## src/rtl/keysw_io_responder.sv

```systemverilog
// keysw_io_responder: KEY/SW bus responder with sync, debounce, sticky W1C event flags; optional irq/KIE under KEYSW_IRQ_EN
`timescale 1ns/1ps
module keysw_io_responder #(
  parameter int          DEBOUNCE_CYCLES = 100000,
  parameter logic [31:0] ADDR_KEY        = 32'hF0000010,
  parameter logic [31:0] ADDR_SW         = 32'hF0000014,
  parameter logic [31:0] ADDR_KSTAT      = 32'hF0000110,
  parameter logic [31:0] ADDR_SSTAT      = 32'hF0000114
`ifdef KEYSW_IRQ_EN
  , parameter logic [31:0] ADDR_KIE      = 32'hF0000120
`endif
) (
  input  logic        clk,
  input  logic        reset,
  input  logic [31:0] addr,
  input  logic        wrEn,
  input  logic [31:0] wrData,
  output logic [31:0] rdData,
  output logic        sel,
  input  logic [3:0]  KEY,
  input  logic [9:0]  SW
`ifdef KEYSW_IRQ_EN
  , output logic      irq
`endif
);
  localparam int CW = $clog2(DEBOUNCE_CYCLES);
  localparam logic [CW-1:0] CMAX = CW'(DEBOUNCE_CYCLES - 1);
  typedef enum logic {INIT, RUN} state_t;
  state_t state, state_next;
  logic [1:0] init_cnt;
  logic [3:0] k_s1, k_s2;
  logic [9:0] s_s1, s_s2;
  logic [13:0] lvl, deb, upd;
  logic [CW-1:0] cnt [14];
  logic [3:0] kflag, press;
  logic [9:0] sflag;
  logic kov, sov;
  logic [4:0] kclr;
  logic [10:0] sclr;
  logic [31:0] rd;
  logic unused_ok;
  // bit b: [3:0] keys (inverted, 1 = pressed), [13:4] switches
  assign lvl = {s_s2, ~k_s2};
  assign press = upd[3:0] & ~deb[3:0];
  assign kclr = (wrEn && addr == ADDR_KSTAT) ? wrData[4:0] : '0;
  assign sclr = (wrEn && addr == ADDR_SSTAT) ? wrData[10:0] : '0;
  assign unused_ok = ^wrData[31:11];
  // state register and INIT length counter
  always_ff @(posedge clk)
    if (reset) begin
      state <= INIT;
      init_cnt <= '0;
    end else begin
      state <= state_next;
      init_cnt <= (state == INIT) ? init_cnt + 2'd1 : init_cnt;
    end
  // INIT holds for four cycles, RUN is terminal
  always_comb state_next = (state == INIT && init_cnt == 2'd3) ? RUN : state;
  // a bit's debounced level flips on the edge its counter expires with the level still different
  always_comb begin
    upd = '0;
    for (int b = 0; b < 14; b++) upd[b] = state == RUN && lvl[b] != deb[b] && cnt[b] == CMAX;
  end
  // synchronisers, debounced levels and per-bit hold counters
  always_ff @(posedge clk)
    if (reset) begin
      k_s1 <= '0;
      k_s2 <= '0;
      s_s1 <= '0;
      s_s2 <= '0;
      deb <= '0;
      for (int b = 0; b < 14; b++) cnt[b] <= '0;
    end else begin
      k_s1 <= KEY;
      k_s2 <= k_s1;
      s_s1 <= SW;
      s_s2 <= s_s1;
      for (int b = 0; b < 14; b++) begin
        cnt[b] <= (state == INIT || lvl[b] == deb[b] || upd[b]) ? '0 : cnt[b] + CW'(1);
        if (state == INIT || upd[b]) deb[b] <= lvl[b];
      end
    end
  // sticky event flags; a new event beats a same-edge clear and then raises no overrun
  always_ff @(posedge clk)
    if (reset) begin
      kflag <= '0;
      kov <= 1'b0;
      sflag <= '0;
      sov <= 1'b0;
    end else begin
      kflag <= press | (kflag & ~kclr[3:0]);
      kov <= |(press & kflag & ~kclr[3:0]) | (kov & ~kclr[4]);
      sflag <= upd[13:4] | (sflag & ~sclr[9:0]);
      sov <= |(upd[13:4] & sflag & ~sclr[9:0]) | (sov & ~sclr[10]);
    end
`ifdef KEYSW_IRQ_EN
  logic [4:0] kie;
  // interrupt enable register and registered interrupt
  always_ff @(posedge clk)
    if (reset) begin
      kie <= '0;
      irq <= 1'b0;
    end else begin
      if (wrEn && addr == ADDR_KIE) kie <= wrData[4:0];
      irq <= |(kflag & kie[3:0]) | (kie[4] & |sflag);
    end
`endif
  // combinational address decode and read mux, forced to zero while in reset
  always_comb begin
    rd = addr == ADDR_KEY   ? {28'd0, deb[3:0]} :
         addr == ADDR_SW    ? {22'd0, deb[13:4]} :
         addr == ADDR_KSTAT ? {27'd0, kov, kflag} :
         addr == ADDR_SSTAT ? {21'd0, sov, sflag} :
`ifdef KEYSW_IRQ_EN
         addr == ADDR_KIE   ? {27'd0, kie} :
`endif
         32'd0;
    sel = addr == ADDR_KEY || addr == ADDR_SW || addr == ADDR_KSTAT || addr == ADDR_SSTAT
`ifdef KEYSW_IRQ_EN
          || addr == ADDR_KIE
`endif
          ;
    rdData = reset ? 32'd0 : rd;
  end
endmodule

```

## config.mk

```make
export PLATFORM = sky130hd
export DESIGN_NAME = keysw_io_responder
export DESIGN_NICKNAME = d
export VERILOG_FILES = /design/src/rtl/keysw_io_responder.sv
export SDC_FILE = /design/constraint.sdc
export NUM_CORES = 1
export LEC_CHECK = 0
export CAP_MARGIN = 20
export CORE_ASPECT_RATIO = 1.5
export CORE_MARGIN = 3
export CORE_UTILIZATION = 60
export DETAILED_ROUTE_END_ITERATION = 8
export PLACE_DENSITY = 0.8
export SLEW_MARGIN = 20
export SYNTH_ARGS = -nofsm -noshare
export SYNTH_HDL_FRONTEND = slang
export SYNTH_SLANG_ARGS = --single-unit
export TNS_END_PERCENT = 1
```

## constraint.sdc

```tcl
create_clock -name clk -period 4.94 [get_ports clk]
set_input_delay 1.235 -clock clk [delete_from_list [all_inputs] [get_ports clk]]
set_output_delay 1.235 -clock clk [all_outputs]
set_load 0.05 [all_outputs]
```

==> results.json <==
{
  "crit_type": "input port to output pin",
  "num_vias": 10200,
  "drt-total-wl_um": 26000,
  "syn-mean-instance-area_sq_um": 8.71,
  "place_area_sq_um": 14000,
  "swShare": 0.211,
  "num_antenna_cells": 0,
  "rsz0062_at_grt": "false",
  "grt_util_met2": 0.392,
  "synth_edf_count": 0,
  "status": "finished, final reports clean",
  "maxCapViolCount": 0,
  "numPortBuffers": 71,
  "synth_top_cell_by_area": "dfxtp_1",
  "grt_antenna_before_repair": 0,
  "endpoint_kind": "output pin",
  "p_total_mw": 4.75,
  "slew_violations": 0,
  "ios": 114,
  "post_cts_buffers": 0,
  "cts_buffers": 27,
  "async_flop_share": 0,
  "wire_per_inst_um": 14.0,
  "die_area_sq_um": 23500,
  "grt_pass1_wl_um": 43500,
  "clock_sinks": 299,
  "synth.ff_latch_count": 299,
  "p_int_mw": 3.75,
  "critPathRequiredTime_ns": 3.70,
  "cts_htree_levels": 1,
  "dieHeight_um": 186,
  "synthTopCellsByArea": "dfxtp_1 (46%), xor2_1 (8.5%), nor2_1 (8.4%)",
  "max_slew_margin": 0.477,
  "startpoint_type": "input port",
  "firstDrtPassIters": 5,
  "busiest_layer": "met2",
  "overflow": 0,
  "fin_area_sq_um": 14900,
  "ant_nets": 0,
  "tightest_slew_ns": 0.781,
  "ys_seq_area_frac": 0.460,
  "grtUsageMet3": 0.0361,
  "yosysMostFrequentCell": "dfxtp_1",
  "fin_tns_setup_ns": 0,
  "path_max_fanout": 6,
  "synthTopCellsByCount": "dfxtp_1 (299), nor2_1 (292), xor2_1 (127)",
  "setup_violations": 0,
  "vias_per_cell": 5.52,
  "fin_crit_ns": 4.68,
  "met1_usage": 0.255,
  "layout_setup_ws_ns": 0.255,
  "place_hpwl_um": 18200,
  "core.rowCount": 65,
  "drtIter0Drc": 525,
  "period_share": 0.948,
  "cts_resized": 0,
  "die_x_um": 126,
  "ir_worst_vdd_uv": 259,
  "clk_pin_slew_ns": 0.06,
  "fin_worst_skew_ns": 0.0116,
  "syn_to_final_growth_pct": 14.5,
  "root_buffer": "clkbuf_16",
  "synth_top_area_share": 0.460,
  "power_frac_seq": 0.516,
  "ys_types": 65,
  "gp_congestion": 0.803,
  "hold_class": "register to register",
  "grt_pass1_vias": 9810,
  "worstPathArrival_ns": 3.45,
  "clk_latency_ns": 0.53,
  "drive_gt1_frac": 0.0492,
  "core_area_sq_um": 21100,
  "netlist_area_sq_um": 13000,
  "ys.flop_type": "dfxtp_1",
  "start_util": 0.616,
  "netSwitchingPower_mw": 1.00,
  "synth_cells": 1495,
  "place_ws_ns": 0.278,
  "combPwrFrac": 0.040,
  "p_per_area_nw_per_um2": 319,
  "grt_start_max_net_pins": 48,
  "ys_warn_count": 0,
  "utilization": 0.705,
  "cts_tree": "yes",
  "hold_viol": 0,
  "grt_usage": 0.213,
  "nets": 1664,
  "fmax_mhz": 213,
  "postCtsHoldBufs": 0,
  "p_leak_nw": 4.89,
  "clkPwrFrac": 0.445,
  "drc_errors": 0,
  "clock_tree.buffer_depth": 3,
  "fill_cells": 1636
}
==> power by group through the flow <==
stage | Clock (mW) | Sequential (mW) | Combinational, mW
final | 2.11 | 2.45 | 0.189
after global routing | 2.25 | 2.45 | 0.204
after CTS | 2.15 | 2.45 | 0.189
after detailed placement | 0 | 2.50 | 0.187
after global placement | 0 | 2.50 | 0.183
after floorplan | 0 | 2.50 | 0.128
==> through the flow <==
step	std cells	hold WS (ns)
global route	1853	0.452
finish	1853	0.432
global placement	1806	0.419
floorplan	1515	0.413
CTS	1853	0.434
detailed placement	1807	0.420
==> flip-flops by register name, indices dropped and copies added (netlist names) <==
name	cells
deb	14
kflag	4
sflag	10
k_s1	4
s_s2	10
state	1
k_s2	4
s_s1	10
cnt	238
sov	1
init_cnt	2
kov	1
==> per-layer routing <==
layer / share of wire / routed length [um]
met2: 0.51 / 13300
met1: 0.42 / 10800
met3: 0.052 / 1360
met5: 0 / 0
met4: 0.019 / 502
==> placed cells by master, fill, tap and decap left out, types with 3 or more instances in the layout <==
| master | synthesis | routed |
|---|---|---|
| xor2_1 | 127 | 127 |
| o21ai_0 | 25 | 25 |
| bufinv_16 | 0 | 4 |
| and2_1 | 9 | 9 |
| mux2i_1 | 11 | 11 |
| and4_1 | 19 | 19 |
| buf_12 | 0 | 12 |
| nor2_1 | 292 | 292 |
| nor3_1 | 33 | 33 |
| nand2b_1 | 5 | 5 |
| xnor2_1 | 76 | 76 |
| buf_4 | 22 | 6 |
| mux4_2 | 4 | 4 |
| nand2_1 | 107 | 107 |
| clkdlybuf4s50_1 | 0 | 58 |
| a21boi_0 | 3 | 3 |
| a21oi_1 | 37 | 37 |
| and3_1 | 28 | 28 |
| nor4_1 | 12 | 12 |
| nor2b_1 | 35 | 35 |
| a22oi_1 | 3 | 3 |
| inv_1 | 44 | 44 |
| o31ai_1 | 4 | 4 |
| nor4bb_1 | 6 | 6 |
| clkbuf_16 | 0 | 27 |
| nand3_1 | 98 | 98 |
| or4_1 | 10 | 10 |
| clkinv_2 | 0 | 6 |
| nand4_1 | 45 | 45 |
| or3_1 | 36 | 36 |
| dfxtp_1 | 299 | 299 |
| conb_1 | 1 | 21 |
| nor4b_1 | 9 | 9 |
| clkbuf_1 | 29 | 6 |
| ha_1 | 15 | 15 |
| o21a_1 | 4 | 4 |
==> worst max-delay path, stage by stage <==
cell             delay [ns]
clkdlybuf4s50_1        0.45
nor4bb_1               0.33
nand4_1                0.29
or2_0                  0.31
nor2_1                 0.11
nand2_1                0.23
nor2_1                 0.32
buf_12                 0.18
==> final timing paths <==
check,cells past startpoint,end,from,slack [ns]
max reg2reg,5,cnt[0][204],state,2.58
min,1,s_s2[2],s_s1[2],0.43
min reg2reg,1,s_s2[2],s_s1[2],0.43
max,8,rdData[5],addr[28],0.26
==> layout make-up <==
cell class / instances / area (sq um) / share of cell area
Multi-Input combinational cell: 1118 / 6650 / 0.446
Timing Repair Buffer: 78 / 882 / 0.0592
Inverter: 44 / 165 / 0.0111
Clock inverter: 11 / 158 / 0.0106
Clock buffer: 35 / 726 / 0.0487
Tap cell: 268 / 335 / 0.0225
Sequential cell: 299 / 5990 / 0.402
==> cell families after synthesis <==
kind of cell,Yosys count,synth area share
and+or+nand+nor,768,0.293
adders and majority gates,15,0.0144
AOI/OAI and AO/OA,95,0.0445
xor gates and xnor gates,203,0.137
muxes,16,0.0162
DFF,299,0.460
other,1,0.000288
buffers and inverters,98,0.0347
Power figures use the tool's default switching activity.
